$ cat src/rtl/ttt_tick_sequencer.sv
// Tick/host instruction sequencer in front of one ttt_processor.
// Optional TTT_SEQ_EVENT_FIFO_EN: 4-entry event FIFO with evt_ready backpressure.
module ttt_tick_sequencer #(
    parameter int TICK_DIV_BITS = 16,
    parameter int OVF_BITS      = 8
) (
    input  logic                     clk,
    input  logic                     rst_n,
    input  logic                     run,
    input  logic [TICK_DIV_BITS-1:0] tick_period,
    input  logic                     host_valid,
    output logic                     host_ready,
    input  logic [3:0]               host_instr,
    input  logic [7:0]               host_data,
    output logic                     rsp_valid,
    output logic [7:0]               rsp_data,
    output logic                     proc_en,
    output logic [3:0]               proc_instr,
    output logic [7:0]               proc_data,
    input  logic [7:0]               proc_data_out,
    input  logic                     proc_token_start,
    input  logic                     proc_token_stop,
    output logic                     evt_valid,
    output logic                     evt_start,
    output logic                     evt_stop,
`ifdef TTT_SEQ_EVENT_FIFO_EN
    input  logic                     evt_ready,
`endif
    output logic [OVF_BITS-1:0]      overrun_cnt
);

    typedef enum logic [2:0] {
        IDLE, H_ISSUE, H_CAP, T_ISSUE, T_CAP, C_ISSUE, C_CAP
    } state_e;

    state_e                   state_q, state_d;
    logic [TICK_DIV_BITS-1:0] cnt_q, cnt_d;
    logic                     pend_q, pend_d;
    logic [OVF_BITS-1:0]      ovf_q, ovf_d;
    logic [3:0]               hinstr_q, hinstr_d;
    logic [7:0]               hdata_q, hdata_d;
    logic                     rsp_valid_q, rsp_valid_d;
    logic [7:0]               rsp_data_q, rsp_data_d;
    logic                     tstart_q, tstart_d;
    logic                     tstop_q, tstop_d;

    logic tick;
    logic tick_go;
    logic host_acc;
    logic fifo_full;
    logic ev_push;
    logic ev_start;
    logic ev_stop;

    assign tick     = run && (cnt_q == tick_period);
    // A full event FIFO parks the tick but must not block host traffic
    assign tick_go  = (state_q == IDLE) && pend_q && !fifo_full;
    assign host_acc = host_valid && host_ready;
    assign ev_push  = (state_q == C_CAP);
    assign ev_start = tstart_q;
    assign ev_stop  = tstop_q | proc_token_stop;

    always_ff @(posedge clk) begin
        if (!rst_n) begin
            state_q     <= IDLE;
            cnt_q       <= '0;
            pend_q      <= 1'b0;
            ovf_q       <= '0;
            hinstr_q    <= '0;
            hdata_q     <= '0;
            rsp_valid_q <= 1'b0;
            rsp_data_q  <= '0;
            tstart_q    <= 1'b0;
            tstop_q     <= 1'b0;
        end else begin
            state_q     <= state_d;
            cnt_q       <= cnt_d;
            pend_q      <= pend_d;
            ovf_q       <= ovf_d;
            hinstr_q    <= hinstr_d;
            hdata_q     <= hdata_d;
            rsp_valid_q <= rsp_valid_d;
            rsp_data_q  <= rsp_data_d;
            tstart_q    <= tstart_d;
            tstop_q     <= tstop_d;
        end
    end

    always_comb begin
        state_d = state_q;
        unique case (state_q)
            IDLE: begin
                if (tick_go)         state_d = T_ISSUE;
                else if (host_valid) state_d = H_ISSUE;
            end
            H_ISSUE: state_d = H_CAP;
            H_CAP:   state_d = IDLE;
            T_ISSUE: state_d = T_CAP;
            T_CAP:   state_d = C_ISSUE;
            C_ISSUE: state_d = C_CAP;
            C_CAP:   state_d = IDLE;
            default: state_d = IDLE;
        endcase
    end

    always_comb begin
        cnt_d       = cnt_q;
        pend_d      = pend_q;
        ovf_d       = ovf_q;
        hinstr_d    = hinstr_q;
        hdata_d     = hdata_q;
        rsp_valid_d = 1'b0;
        rsp_data_d  = rsp_data_q;
        tstart_d    = tstart_q;
        tstop_d     = tstop_q;
        if (run) begin
            cnt_d = tick ? '0 : cnt_q + 1'b1;
        end
        // T_ISSUE consumes the pending tick; a coincident tick re-arms it
        if (state_q == T_ISSUE) begin
            pend_d = tick;
        end else if (tick) begin
            pend_d = 1'b1;
            if (pend_q && (ovf_q != '1)) begin
                ovf_d = ovf_q + 1'b1;
            end
        end
        if (host_acc) begin
            hinstr_d = host_instr;
            hdata_d  = host_data;
        end
        if (state_q == H_CAP) begin
            rsp_valid_d = 1'b1;
            rsp_data_d  = proc_data_out;
        end
        if (state_q == T_CAP) begin
            tstart_d = proc_token_start;
            tstop_d  = proc_token_stop;
        end
    end

    always_comb begin
        host_ready = rst_n && (state_q == IDLE) && !(pend_q && !fifo_full);
        proc_en    = 1'b0;
        proc_instr = 4'b0000;
        proc_data  = 8'h00;
        unique case (state_q)
            H_ISSUE: begin
                proc_en    = 1'b1;
                proc_instr = hinstr_q;
                proc_data  = hdata_q;
            end
            T_ISSUE: begin
                proc_en    = 1'b1;
                proc_instr = 4'b1000;
            end
            C_ISSUE: begin
                proc_en    = 1'b1;
                proc_instr = 4'b1001;
            end
            default: ;
        endcase
    end

    assign rsp_valid   = rsp_valid_q;
    assign rsp_data    = rsp_data_q;
    assign overrun_cnt = ovf_q;

`ifdef TTT_SEQ_EVENT_FIFO_EN
    logic [1:0] fifo_q [4];
    logic [1:0] fifo_d [4];
    logic [1:0] wr_q, wr_d;
    logic [1:0] rd_q, rd_d;
    logic [2:0] fcnt_q, fcnt_d;
    logic       pop;
    logic       push;

    assign fifo_full = (fcnt_q == 3'd4);
    assign evt_valid = (fcnt_q != 3'd0);
    assign pop       = evt_valid && evt_ready;
    assign push      = ev_push && (!fifo_full || pop);
    assign evt_start = evt_valid && fifo_q[rd_q][1];
    assign evt_stop  = evt_valid && fifo_q[rd_q][0];

    always_ff @(posedge clk) begin
        if (!rst_n) begin
            for (int i = 0; i < 4; i++) fifo_q[i] <= 2'b00;
            wr_q   <= '0;
            rd_q   <= '0;
            fcnt_q <= '0;
        end else begin
            for (int i = 0; i < 4; i++) fifo_q[i] <= fifo_d[i];
            wr_q   <= wr_d;
            rd_q   <= rd_d;
            fcnt_q <= fcnt_d;
        end
    end

    always_comb begin
        for (int i = 0; i < 4; i++) fifo_d[i] = fifo_q[i];
        wr_d   = wr_q;
        rd_d   = rd_q;
        fcnt_d = fcnt_q + {2'b00, push} - {2'b00, pop};
        if (push) begin
            fifo_d[wr_q] = {ev_start, ev_stop};
            wr_d         = wr_q + 2'd1;
        end
        if (pop) begin
            rd_d = rd_q + 2'd1;
        end
    end
`else
    logic evt_valid_q, evt_valid_d;
    logic evt_start_q, evt_start_d;
    logic evt_stop_q, evt_stop_d;

    assign fifo_full = 1'b0;

    always_ff @(posedge clk) begin
        if (!rst_n) begin
            evt_valid_q <= 1'b0;
            evt_start_q <= 1'b0;
            evt_stop_q  <= 1'b0;
        end else begin
            evt_valid_q <= evt_valid_d;
            evt_start_q <= evt_start_d;
            evt_stop_q  <= evt_stop_d;
        end
    end

    always_comb begin
        evt_valid_d = ev_push;
        evt_start_d = ev_push && ev_start;
        evt_stop_d  = ev_push && ev_stop;
    end

    assign evt_valid = evt_valid_q;
    assign evt_start = evt_start_q;
    assign evt_stop  = evt_stop_q;
`endif

endmodule

$ cat config.mk
export PLATFORM = sky130hd
export DESIGN_NAME = ttt_tick_sequencer
export DESIGN_NICKNAME = d
export VERILOG_FILES = /design/src/rtl/ttt_tick_sequencer.sv
export SDC_FILE = /design/constraint.sdc
export NUM_CORES = 1
export LEC_CHECK = 0
export ABC_AREA = 1
export CAP_MARGIN = 0
export CELL_PAD_IN_SITES_DETAIL_PLACEMENT = 1
export CELL_PAD_IN_SITES_GLOBAL_PLACEMENT = 1
export CORE_AREA = 10 10 117 119
export CTS_BUF_LIST = sky130_fd_sc_hd__clkbuf_8
export CTS_CLUSTER_SIZE = 8
export DETAILED_ROUTE_END_ITERATION = 7
export DIE_AREA = 0 0 127 129
export PLACE_DENSITY_LB_ADDON = 0.3
export SYNTH_ARGS = -nofsm -noshare
export SYNTH_HDL_FRONTEND = slang
export SYNTH_SLANG_ARGS = --single-unit
$ cat constraint.sdc
create_clock -name clk -period 1.9 [get_ports clk]
set_input_delay 0.57 -clock clk [delete_from_list [all_inputs] [get_ports clk]]
set_output_delay 0.57 -clock clk [all_outputs]
set_load 0.1 [all_outputs]
Word-level counts from Yosys, hierarchy flattened
Index checks and enable logic that the tools add are counted.

storage, ports and cells
  output and inout bits = 34
  bits in registers = 54
  logic and storage cells = 49

operators by class
  reduce and logical (&&, ||, !) cells = 13
  bitwise logic cells = 2
  add/sub/neg operators = 2
  eq/ne operators = 9
  muxes and demuxes = 10

operators with widths
  operator                                       number
  adder 16 x 1 -> 16 bit, second input constant  1
  == test 16 bit                                 1
  two-way mux 16 bit                             1
  case mux 3 bit (5 select lines)                1
  case mux 4 bit (3 select lines)                1
  == test 3 bit, second input constant           3
  adder 8 x 1 -> 8 bit, second input constant    1
  logical AND 1 bit                              8
  two-way mux 8 bit                              1
  != test 8 bit, second input constant           1
  == test 3 x 2 -> 1 bit, second input constant  2
  two-way mux 3 bit                              2
  two-way mux 1 bit                              4
  == test 3 x 1 -> 1 bit, second input constant  1
  logical NOT 3 bit                              1
  != test 3 bit, second input constant           1
  AND reduction 3 bit                            1
  OR reduction 3 bit                             1
  nonzero test 2 bit                             1
  logical NOT 1 bit                              1
  NOT 1 bit                                      1
  bitwise OR 1 bit                               1

Longest topological paths before layout
Gate-level depths: netlist of run 1.

  depth in word-level cells = 4
  mapped depth = 11
  depth with buffers taken out = 11

Least setup slack after synthesis of run 1
OpenSTA, ideal clock, no wires.

  kind = register to output
  start = register state_q[0]
  end = output port proc_instr[3]
  arrival time = 2.700 ns
  cell stages (with the launch flop) = 5
  path slack = -1.370 ns
  cells stage by stage = dfxtp_1 > inv_1 > nor2_1 > inv_1 > o21ai_0

on the way
  longest elaborated chain between the ends = 2
  elaborated cells on any way between the ends = 4
  classes of those cells = eq/ne (3); mux (1)

RTL lines
  what                                   RTL line  text
  start: declaration                     36        state_e state_q, state_d;
  start signal: assignment               76        state_q <= state_d;
  == test 3 bit (tied with other cells)  147       unique case (state_q)
  case mux 4 bit (3 select lines) (*)    147
  end: declaration                       18        output logic [3:0] proc_instr,

Every way passes the cells marked *; elsewhere a longest branch is shown, timed or not.

Worst setup path in the final report of run 1
  start = register state_q[0]
  end = output port proc_instr[2]

Same word-level chain as after synthesis.

==> results of run 1 <==
## worst paths after layout
path / from / endpoint / slack, ps / depth (start not counted)
worst min-delay path: ev_start / evt_start / 430 / 2
worst max-delay path: state_q[0] / proc_instr[2] / -110 / 6
worst min register to register: ev_start / evt_start / 430 / 2
worst max register to register: state_q[0] / overrun_cnt[4] / 150 / 11
## tightest hold or removal path, stage by stage, from the launching register on
cell and delay (ps):
dfxtp_1 320, inv_1 50, nor2_1 30
## flip-flops by register name, indices dropped and copies added, names as in the netlist
register and cells:
cnt_q 16, ev_start 1, evt_start 1, evt_stop 1, evt_valid 1, hdata_q 8, hinstr_q 4, overrun_cnt 8
pend_q 1, rsp_data 8, rsp_valid 1, state_q 3, tstop_q 1
## placed cells by master, fill, tap and decap left out, types with 4 or more instances in the layout
cell type        instances
a21oi_1                 30
buf_12                  37
buf_4                   35
clkbuf_8                 5
clkdlybuf4s50_1         24
dfxtp_1                 46
dfxtp_2                  6
dlygate4sd2_1           10
dlymetal6s2s_1           7
inv_1                   64
inv_2                   14
nand2_1                 80
nand2_2                  6
nand2_4                  4
nand3_1                 11
nand3_2                  7
nand4_1                  8
nor2_1                  58
nor2_2                   7
nor2_4                  17
nor3_1                   9
o21ai_0                 23
o21ai_1                  4
xor2_1                   6
## logic make-up (layout without fill, tap and decap cells)
logic type | count (synthesis) | after routing
AND/OR/NAND/NOR | 214 | 215
AO/OA/AOI/OAI | 61 | 61
XOR/XNOR | 10 | 10
buffers and inverters | 86 | 203
other | 0 | 1
flip-flops | 54 | 54
adder cells (fa/ha/maj) | 2 | 2
## routing by layer
metal  share of wire, %  track usage (%)
met1                 43             14.1
met2                 47             20.6
met3                8.5             5.30
met4               0.91             2.81
met5                  0                0
## power by group through the flow
stage	clock network [W]	registers, W	logic (W)
5_1_grt	0.000857	0.00122	0.000905
2_1_floorplan	0	0.00132	0.000337
3_5_place_dp	0	0.00124	0.000768
4_1_cts	0.000804	0.00121	0.000830
6_report	0.000784	0.00121	0.000842
3_3_place_gp	0	0.00123	0.000754
## Yosys cell counts (2+ instances only)
library cell | instances | area share, %
ha_1 | 2 | 0.91
a21oi_1 | 30 | 5.4
clkbuf_1 | 3 | 0.41
xnor2_1 | 4 | 1.3
inv_1 | 67 | 9.1
inv_2 | 10 | 1.4
nand3_1 | 18 | 3.3
xor2_1 | 6 | 1.9
o21ai_0 | 25 | 4.5
nor2_2 | 2 | 0.45
o21ai_1 | 3 | 0.54
nor2_1 | 79 | 11
nand4_1 | 8 | 1.8
nand2_1 | 89 | 12
nor3b_1 | 2 | 0.54
dfxtp_1 | 54 | 39
buf_2 | 4 | 0.72
nor3_1 | 9 | 1.6
## layout make-up
cell class                      instances  area (um2)  area share [%]
Sequential cell                        54        1100            23.0
Antenna cell                            1        2.50          0.0525
Tap cell                              143         179            3.75
Clock inverter                          3        37.5           0.787
Clock buffer                            5        68.8            1.44
Multi-Input combinational cell        288        1610            33.7
Timing Repair Buffer                  117        1480            31.0
Inverter                               78         298            6.25
## repair_timing
item,CTS,global route
endpoints found under the setup margin,37,36
buffers inserted,6,3
cloned,2,0
pin swaps,19,16
resized for setup,46,22
## metrics by stage
stage	cell area (um2)	std cells	hold WS (ps)	setup WS [ps]
finish	4770	689	428	-110
global route	4770	689	458	-218
CTS	4670	685	434	-115
detailed placement	4370	669	421	-451
global placement	4370	669	415	-378
floorplan	2880	427	405	-187
==> impl_metrics.yaml, run 1 <==
status:
  outcome: "complete, but fails checks"
  violations: "setup timing"
clock_network:
  clock_latency_ps: 320
  htreeDepth: 2
  cts_hold_buf: 0
  cts_buffers: 5
  clock_path_buffers: 2
  cts_tree: "done"
  clockRootBuffer: "clkbuf_8"
  cts_sinks: 54
  clk_pin_slew_ps: 100
logic_synthesis:
  synth_compound_area_share_pct: 11.4
  ys_ff_latch: 54
  yosys-mux-area-fraction_pct: 0
  synth_enable_flop_cells: 0
  avgSynthCellArea_um2: 6.47
  ys_types: 30
  synth_area_mm2: 0.00276
  synthCells: 427
  synth-simple-area-share_pct: 33.2
  syn_nets: 471
  yosys_most_used_dff: "dfxtp_1"
  yosys.area_share.xor_xnor_pct: 3.17
  synth_top_family_by_area: "simple AND/OR/NAND/NOR gates"
  yosysSeqAreaShare_pct: 39.1
  ys_async_sr_fraction_pct: 0
  yosysWarnings: 0
  synthAdderAreaFrac_pct: 0.906
drt:
  post_drt_wl_per_cell_um: 14.5
  drc: 0
  via_per_inst: 4.42
  routed_wl_um: 9980
  dr.pass1.iters: 4
  dr_total_vias: 3046
  ant_nets: 0
  drt_iter0_drc: 94
timing:
  worst_slack_ps: -110
  relSlewSlack_pct: 67.6
  max_freq_mhz: 498
  slew_viol_final: 0
  period_share_pct: 106
  setup_tns_ps: -1100
  min_period_ps: 2010
  rsz0062_at_grt: "true"
  setup_viol: 13
  worst_slew_pin_slew_ps: 485
  finClkSkew_ps: 8.47
  hold_viol_final: 0
global_routing:
  grt-ovfl-total: 0
  grt_pass1_vias: 3288
  grt_max_degree: 34
  grt_pass1_wl_um: 16500
  antenna_found_initial: 1
  grt_util_all_layers_pct: 12.3
critical_path:
  start_kind: "flop"
  cpMaxStageDelayCell: "dfxtp_2"
  path_class: "flop to output port"
  cpPeakStageDelay_ps: 370
  cpLargestDelayFamily: "buffers and inverters"
  path_max_fanout: 5
  crit_chain: "inv_2 -> nor2_4 -> nand2_4 -> buf_16 -> nor2_4 -> buf_12"
  crit_buf_inv: 3
  end_kind: "output port"
  worstPathRequired_ps: 1330
  path_common_cell: "nor2_4"
  cp.arrival_ps: 1440
pwr:
  power_frac_seq_pct: 42.7
  p_leak_nw: 2.06
  p_sw_share_pct: 32.8
  p_sw_w: 0.000931
  comb_power_share_pct: 29.7
  powerDensity_mw_per_mm2: 595
  ir_drop_mv: 0.283
  p_int_w: 0.00191
  power_w: 0.00284
  clock_power_share_pct: 27.6
placement:
  portBuffers: 75
  place.gp.congestion: 0.820
  dp.final_hpwl_um: 7640
final_layout:
  drive_above_1_share_pct: 28.3
  syn_to_final_growth_pct: 72.7
  fillers: 1392
  post-route-util_pct: 42.1
  num-nets-final: 588
floorplan:
  core_region_area_mm2: 0.0113
  die_h_um: 129
  start_util_pct: 24.4
  die_w_um: 127
  io_pins: 76
  row_count: 39
  die-area_mm2: 0.0164
hold_path:
  hold_class: "flop to flop"
run:
  maxCapViolCount: 0
Power figures use the tool's default switching activity.
==> inputs of run 2 (changes only) <==
--- a/config.mk
+++ b/config.mk
@@ -5,15 +5,16 @@
 export SDC_FILE = /design/constraint.sdc
 export NUM_CORES = 1
 export LEC_CHECK = 0
-export ABC_AREA = 1
+export ABC_AREA = 0
 export CAP_MARGIN = 0
 export CELL_PAD_IN_SITES_DETAIL_PLACEMENT = 1
 export CELL_PAD_IN_SITES_GLOBAL_PLACEMENT = 1
-export CORE_AREA = 10 10 117 119
+export CORE_AREA = 10 10 111 113
 export CTS_BUF_LIST = sky130_fd_sc_hd__clkbuf_8
 export CTS_CLUSTER_SIZE = 8
 export DETAILED_ROUTE_END_ITERATION = 7
-export DIE_AREA = 0 0 127 129
+export DIE_AREA = 0 0 121 123
+export MAX_ROUTING_LAYER = met4
 export PLACE_DENSITY_LB_ADDON = 0.3
 export SYNTH_ARGS = -nofsm -noshare
 export SYNTH_HDL_FRONTEND = slang
==> impl_metrics.yaml, run 2 <==
critical_path:
  cp.arrival_ps: 1410
  cpPeakStageDelay_ps: 380
  crit_buf_inv: 2
  path_common_cell: "buf_12"
  cpLargestDelayFamily: "simple AND/OR/NAND/NOR gates"
  path_max_fanout: 10
  cpMaxStageDelayCell: "dfxtp_4"
  end_kind: "output port"
  worstPathRequired_ps: 1330
  start_kind: "flop"
  path_class: "flop to output port"
  crit_chain: "nor3b_4 -> buf_12 -> and2_4 -> buf_12"
logic_synthesis:
  synth_enable_flop_cells: 0
  yosys_most_used_dff: "dfxtp_1"
  synth_top_cell_by_area: "dfxtp_1"
  yosysSeqAreaShare_pct: 43.5
  yosysWarnings: 0
  ys_types: 32
  synth_top_area_share_pct: 43.5
  syn_nets: 335
  avgSynthCellArea_um2: 8.54
  synth_common_cells: "54 x dfxtp_1, 31 x nand2_1, 30 x nor2_1, 23 x a21oi_1"
  ys_ff_latch: 54
  ys_async_sr_fraction_pct: 0
  synthMostInstantiatedCell: "dfxtp_1"
  synth_area_mm2: 0.00249
  synthCells: 291
  synth_area_leaders: "dfxtp_1 43%, xor2_1 7.0%, nand2_1 4.7%, a21oi_1 4.6%, nor2_1 4.5%"
global_routing:
  grt_pass1_vias: 2671
  antenna_found_initial: 0
  grt_pass1_wl_um: 13200
  grt_util_all_layers_pct: 11.2
  grt_max_degree: 17
  grt-ovfl-total: 0
drt:
  drc: 0
  drt_iter0_drc: 70
  dr_total_vias: 2516
  post_drt_wl_per_cell_um: 14.9
  met2RoutedLength_um: 4270
  dr.pass1.iters: 4
  met1_length_um: 3590
  via_per_inst: 4.57
  top_layer_used: "met4"
  routed_wl_um: 8210
  ant_nets: 0
  dr_wl_met3_um: 248
final_layout:
  post-route-util_pct: 44.3
  num-nets-final: 457
  syn_to_final_growth_pct: 80.5
  mostFrequentLayoutCells: "47 x buf_4, 39 x dfxtp_1, 35 x buf_12"
  diodes: 0
  design_area_mm2: 0.00449
  largest-register: "cnt_q"
  drive_above_1_share_pct: 39.1
  final_common_cell: "buf_4"
  largest_register_ffs: 16
clock_network:
  cts_sinks: 54
  clock_latency_ps: 310
  clockRootBuffer: "clkbuf_8"
  cts_hold_buf: 0
  clock_path_buffers: 2
  cts_buffers: 5
  clk_pin_slew_ps: 100
  cts_tree: "done"
  htreeDepth: 2
floorplan:
  row_count: 37
  io_pins: 76
  die-area_mm2: 0.0149
  die_h_um: 123
  core_region_area_mm2: 0.0101
  start_util_pct: 24.5
  die_w_um: 121
timing:
  setup_viol: 11
  hold_viol_final: 0
  relSlewSlack_pct: 79.7
  period_share_pct: 104
  max_freq_mhz: 506
  worst_slack_ps: -76.4
  finClkSkew_ps: 8.45
  slew_viol_final: 0
  worst_slew_pin_slew_ps: 303
  rsz0062_at_grt: "true"
  min_period_ps: 1980
pwr:
  powerDensity_mw_per_mm2: 532
  p_leak_nw: 1.70
  ir_drop_mv: 0.273
status:
  outcome: "complete, but fails checks"
  violations: "setup timing"
hold_path:
  hold_class: "flop to flop"
placement:
  placed_cell_area_mm2: 0.00405
  dp.final_hpwl_um: 6240
  place.gp.congestion: 0.743
  portBuffers: 75
run:
  maxCapViolCount: 0
[run 2: kinds of logic (layout without fill, tap and decap cells)]
kind of cell | Yosys count | after routing | synth area share, %
xor+xnor | 29 | 29 | 10.2
flops | 54 | 54 | 43.5
simple gates | 138 | 139 | 29.1
fa+ha+maj | 2 | 2 | 1.01
buf+inv | 20 | 142 | 3.52
mux | 10 | 10 | 4.03
compound gates | 38 | 38 | 8.66
[run 2: worst reg2reg max path, delay by kind of cell, from the launching register on]
kind | cells | cell delay [ps]
AND/OR/NAND/NOR | 3 | 930
flip-flops | 1 | 380
XOR/XNOR | 1 | 190
buffers and inverters | 1 | 160
AO/OA/AOI/OAI | 1 | 140
[run 2: worst paths after layout]
check / startpoint / end / slack, ps / cells after the start
hold reg to reg: hinstr_q[2] / hinstr_q[2] / 460 / 2
hold / removal: hinstr_q[2] / hinstr_q[2] / 460 / 2
setup reg to reg: cnt_q[3] / overrun_cnt[7] / 40 / 6
setup / recovery: state_q[1] / proc_instr[2] / -80 / 4
[run 2: final cells by class]
type / count / area (um2)
multi-input combinational: 218 / 1560
clock inverter: 3 / 40.0
fill: 1133 / 5650
inverter: 5 / 18.8
clock buffer: 5 / 68.8
tap: 136 / 170
sequential: 54 / 1120
timing repair buffer: 129 / 1520
[run 2: layer usage]
layer | GRT usage (%) | vias to the layer above
met5 | - | -
met3 | 2.05 | 5
li1 | - | 1235
met1 | 12.0 | 1224
met2 | 20.5 | 52
met4 | 3.62 | 0
[run 2: metrics by stage]
step | setup slack, ps | power (W) | instances | hold slack, ps | setup TNS, ps
6_report | -76.4 | 0.00239 | 550 | 460 | -775
4_1_cts | -86.1 | 0.00242 | 546 | 463 | -845
2_1_floorplan | -134 | 0.00141 | 291 | 423 | -177
3_3_place_gp | -640 | 0.00161 | 525 | 444 | -16510
5_1_grt | -133 | 0.00250 | 550 | 488 | -1480
3_5_place_dp | -719 | 0.00162 | 525 | 449 | -17910
[run 2: repair_timing]
action,in CTS,in global routing
gates resized for setup,55,35
setup endpoints to repair,39,33
buffers inserted,13,3
pin swaps,18,21
gates cloned,0,1
[run 2: power by group]
group          internal (W)  switching [W]  leakage (nW)  total, W
clock              0.000389       0.000394        0.0579  0.000783
combinational      0.000209       0.000228          1.19  0.000437
sequential          0.00115      0.0000206         0.447   0.00117
==> inputs of run 3 (changes only) <==
--- a/config.mk
+++ b/config.mk
@@ -14,7 +14,7 @@
 export CTS_CLUSTER_SIZE = 8
 export DETAILED_ROUTE_END_ITERATION = 7
 export DIE_AREA = 0 0 121 123
-export MAX_ROUTING_LAYER = met4
+export HOLD_SLACK_MARGIN = 0.1
 export PLACE_DENSITY_LB_ADDON = 0.3
 export SYNTH_ARGS = -nofsm -noshare
 export SYNTH_HDL_FRONTEND = slang
==> impl_metrics.yaml, run 3 (synthesis gave the netlist of run 2 again) <==
floorplan:
  die_h_um: 123
  row_count: 37
  io_pins: 76
  start_util_pct: 24.5
  die-area_mm2: 0.0149
  die_w_um: 121
  core_region_area_mm2: 0.0101
timing:
  relSlewSlack_pct: 79.6
  rsz0062_at_grt: "true"
  period_share_pct: 104
  slew_viol_final: 0
  min_period_ps: 1980
  setup_viol: 11
  hold_viol_final: 0
  worst_slack_ps: -77.6
  finClkSkew_ps: 6.40
  worst_slew_pin_slew_ps: 304
  max_freq_mhz: 506
pwr:
  power_w: 0.00239
  ir_drop_mv: 0.273
  p_sw_share_pct: 26.8
  clock_power_share_pct: 32.6
  p_int_w: 0.00175
  p_leak_nw: 1.70
  p_sw_w: 0.000640
  power_frac_seq_pct: 49.0
  comb_power_share_pct: 18.4
  powerDensity_mw_per_mm2: 530
critical_path:
  cp.arrival_ps: 1410
  path_class: "flop to output port"
  reg2reg_from: "cnt_q[3]"
  start_kind: "flop"
  end_kind: "output port"
  ff2ff_setup_slack_ps: 40
  crit_start: "state_q[1]"
  worstPathRequired_ps: 1330
  path_max_fanout: 10
global_routing:
  globalRouteMet1Util_pct: 11.9
  use_met2_pct: 20.5
  grt_pass1_wl_um: 13200
  grt_max_degree: 17
  grt-busiest-layer: "met2"
  grt_pass1_vias: 2659
  antenna_found_initial: 0
  grt-ovfl-total: 0
  use_met3_pct: 2.28
  grt_util_all_layers_pct: 10.9
placement:
  dp_cells: 525
  dp_slack_ps: -719
  dp.final_hpwl_um: 6240
  placed_cell_area_mm2: 0.00405
  place.gp.congestion: 0.734
  portBuffers: 75
final_layout:
  mostFrequentLayoutCells: "46 x buf_4, 39 x dfxtp_1, 35 x buf_12"
  num-nets-final: 457
  syn_to_final_growth_pct: 81.1
  diodes: 0
  largest-register: "cnt_q"
  largest_register_ffs: 16
  drive_above_1_share_pct: 38.9
  final_common_cell: "buf_4"
  design_area_mm2: 0.00450
  fin_cells: 550
drt:
  ant_nets: 0
  routed_wl_um: 8200
  drt_iter0_drc: 104
  drc: 0
  via_per_inst: 4.59
  dr.pass1.iters: 4
  dr_total_vias: 2523
  post_drt_wl_per_cell_um: 14.9
clock_network:
  htreeDepth: 2
  cts_buffers: 5
  clock_path_buffers: 2
  clock_latency_ps: 310
  cts_hold_buf: 0
  cts_sinks: 54
  clockRootBuffer: "clkbuf_8"
  cts_tree: "done"
  clk_pin_slew_ps: 100
status:
  outcome: "complete, but fails checks"
  violations: "setup timing"
hold_path:
  hold_class: "flop to flop"
  hp-start: "hinstr_q[2]"
run:
  maxCapViolCount: 0
run 3: cell count changes in the layout (fill, tap and decap cells not counted):
cell     change
xor2_2       -1
o31ai_2      -1
xor2_4       +1
o31ai_1      +1
buf_8        +1
buf_4        -1
run 3: stage by stage:
stage / utilization, % / setup TNS, ps / hold WS [ps]
after floorplan: - / -177 / 423
after global placement: 40.0 / -16510 / 444
after detailed placement: 40.0 / -17910 / 449
after CTS: 43.0 / -845 / 463
after global routing: 44.4 / -1490 / 487
final: 44.4 / -783 / 460
run 3: repair_timing:
| action | 4_1_cts | 5_1_grt |
|---|---|---|
| buffers inserted | 13 | 4 |
| cloned | 0 | 1 |
| pin swaps | 18 | 21 |
| resized for setup | 55 | 37 |
| setup endpoints to repair | 39 | 33 |
run 3: final timing paths:
check                           cells after the start              to
worst max-delay path                                4   proc_instr[2]
worst min-delay path                                2     hinstr_q[2]
worst max register to register                      6  overrun_cnt[7]
worst min register to register                      2     hinstr_q[2]
run 3: metal layers:
metal,up-vias,routed length [um]
met5,-,0
met4,0,105
met3,6,291
met2,52,4230
met1,1226,3560
li1,1239,-
run 3: power groups by stage:
stage | clock, W | sequential [W] | combinational, W
final | 0.000779 | 0.00117 | 0.000439
after CTS | 0.000819 | 0.00117 | 0.000432
after detailed placement | 0 | 0.00120 | 0.000418
after global placement | 0 | 0.00120 | 0.000413
after floorplan | 0 | 0.00123 | 0.000173
after global routing | 0.000857 | 0.00117 | 0.000469
run 3: worst max-delay path, cell delays in order (launching register included):
cell and delay [ps]:
dfxtp_4 380, nor3b_4 240, buf_12 150, and2_4 150, buf_12 170
run 3: final cells by class:
type / instances / area, um2
Multi-Input combinational cell: 218 / 1560
Timing Repair Buffer: 129 / 1520
Inverter: 5 / 18.8
Clock inverter: 3 / 40.0
Fill cell: 1125 / 5640
Tap cell: 136 / 170
Sequential cell: 54 / 1120
Clock buffer: 5 / 68.8
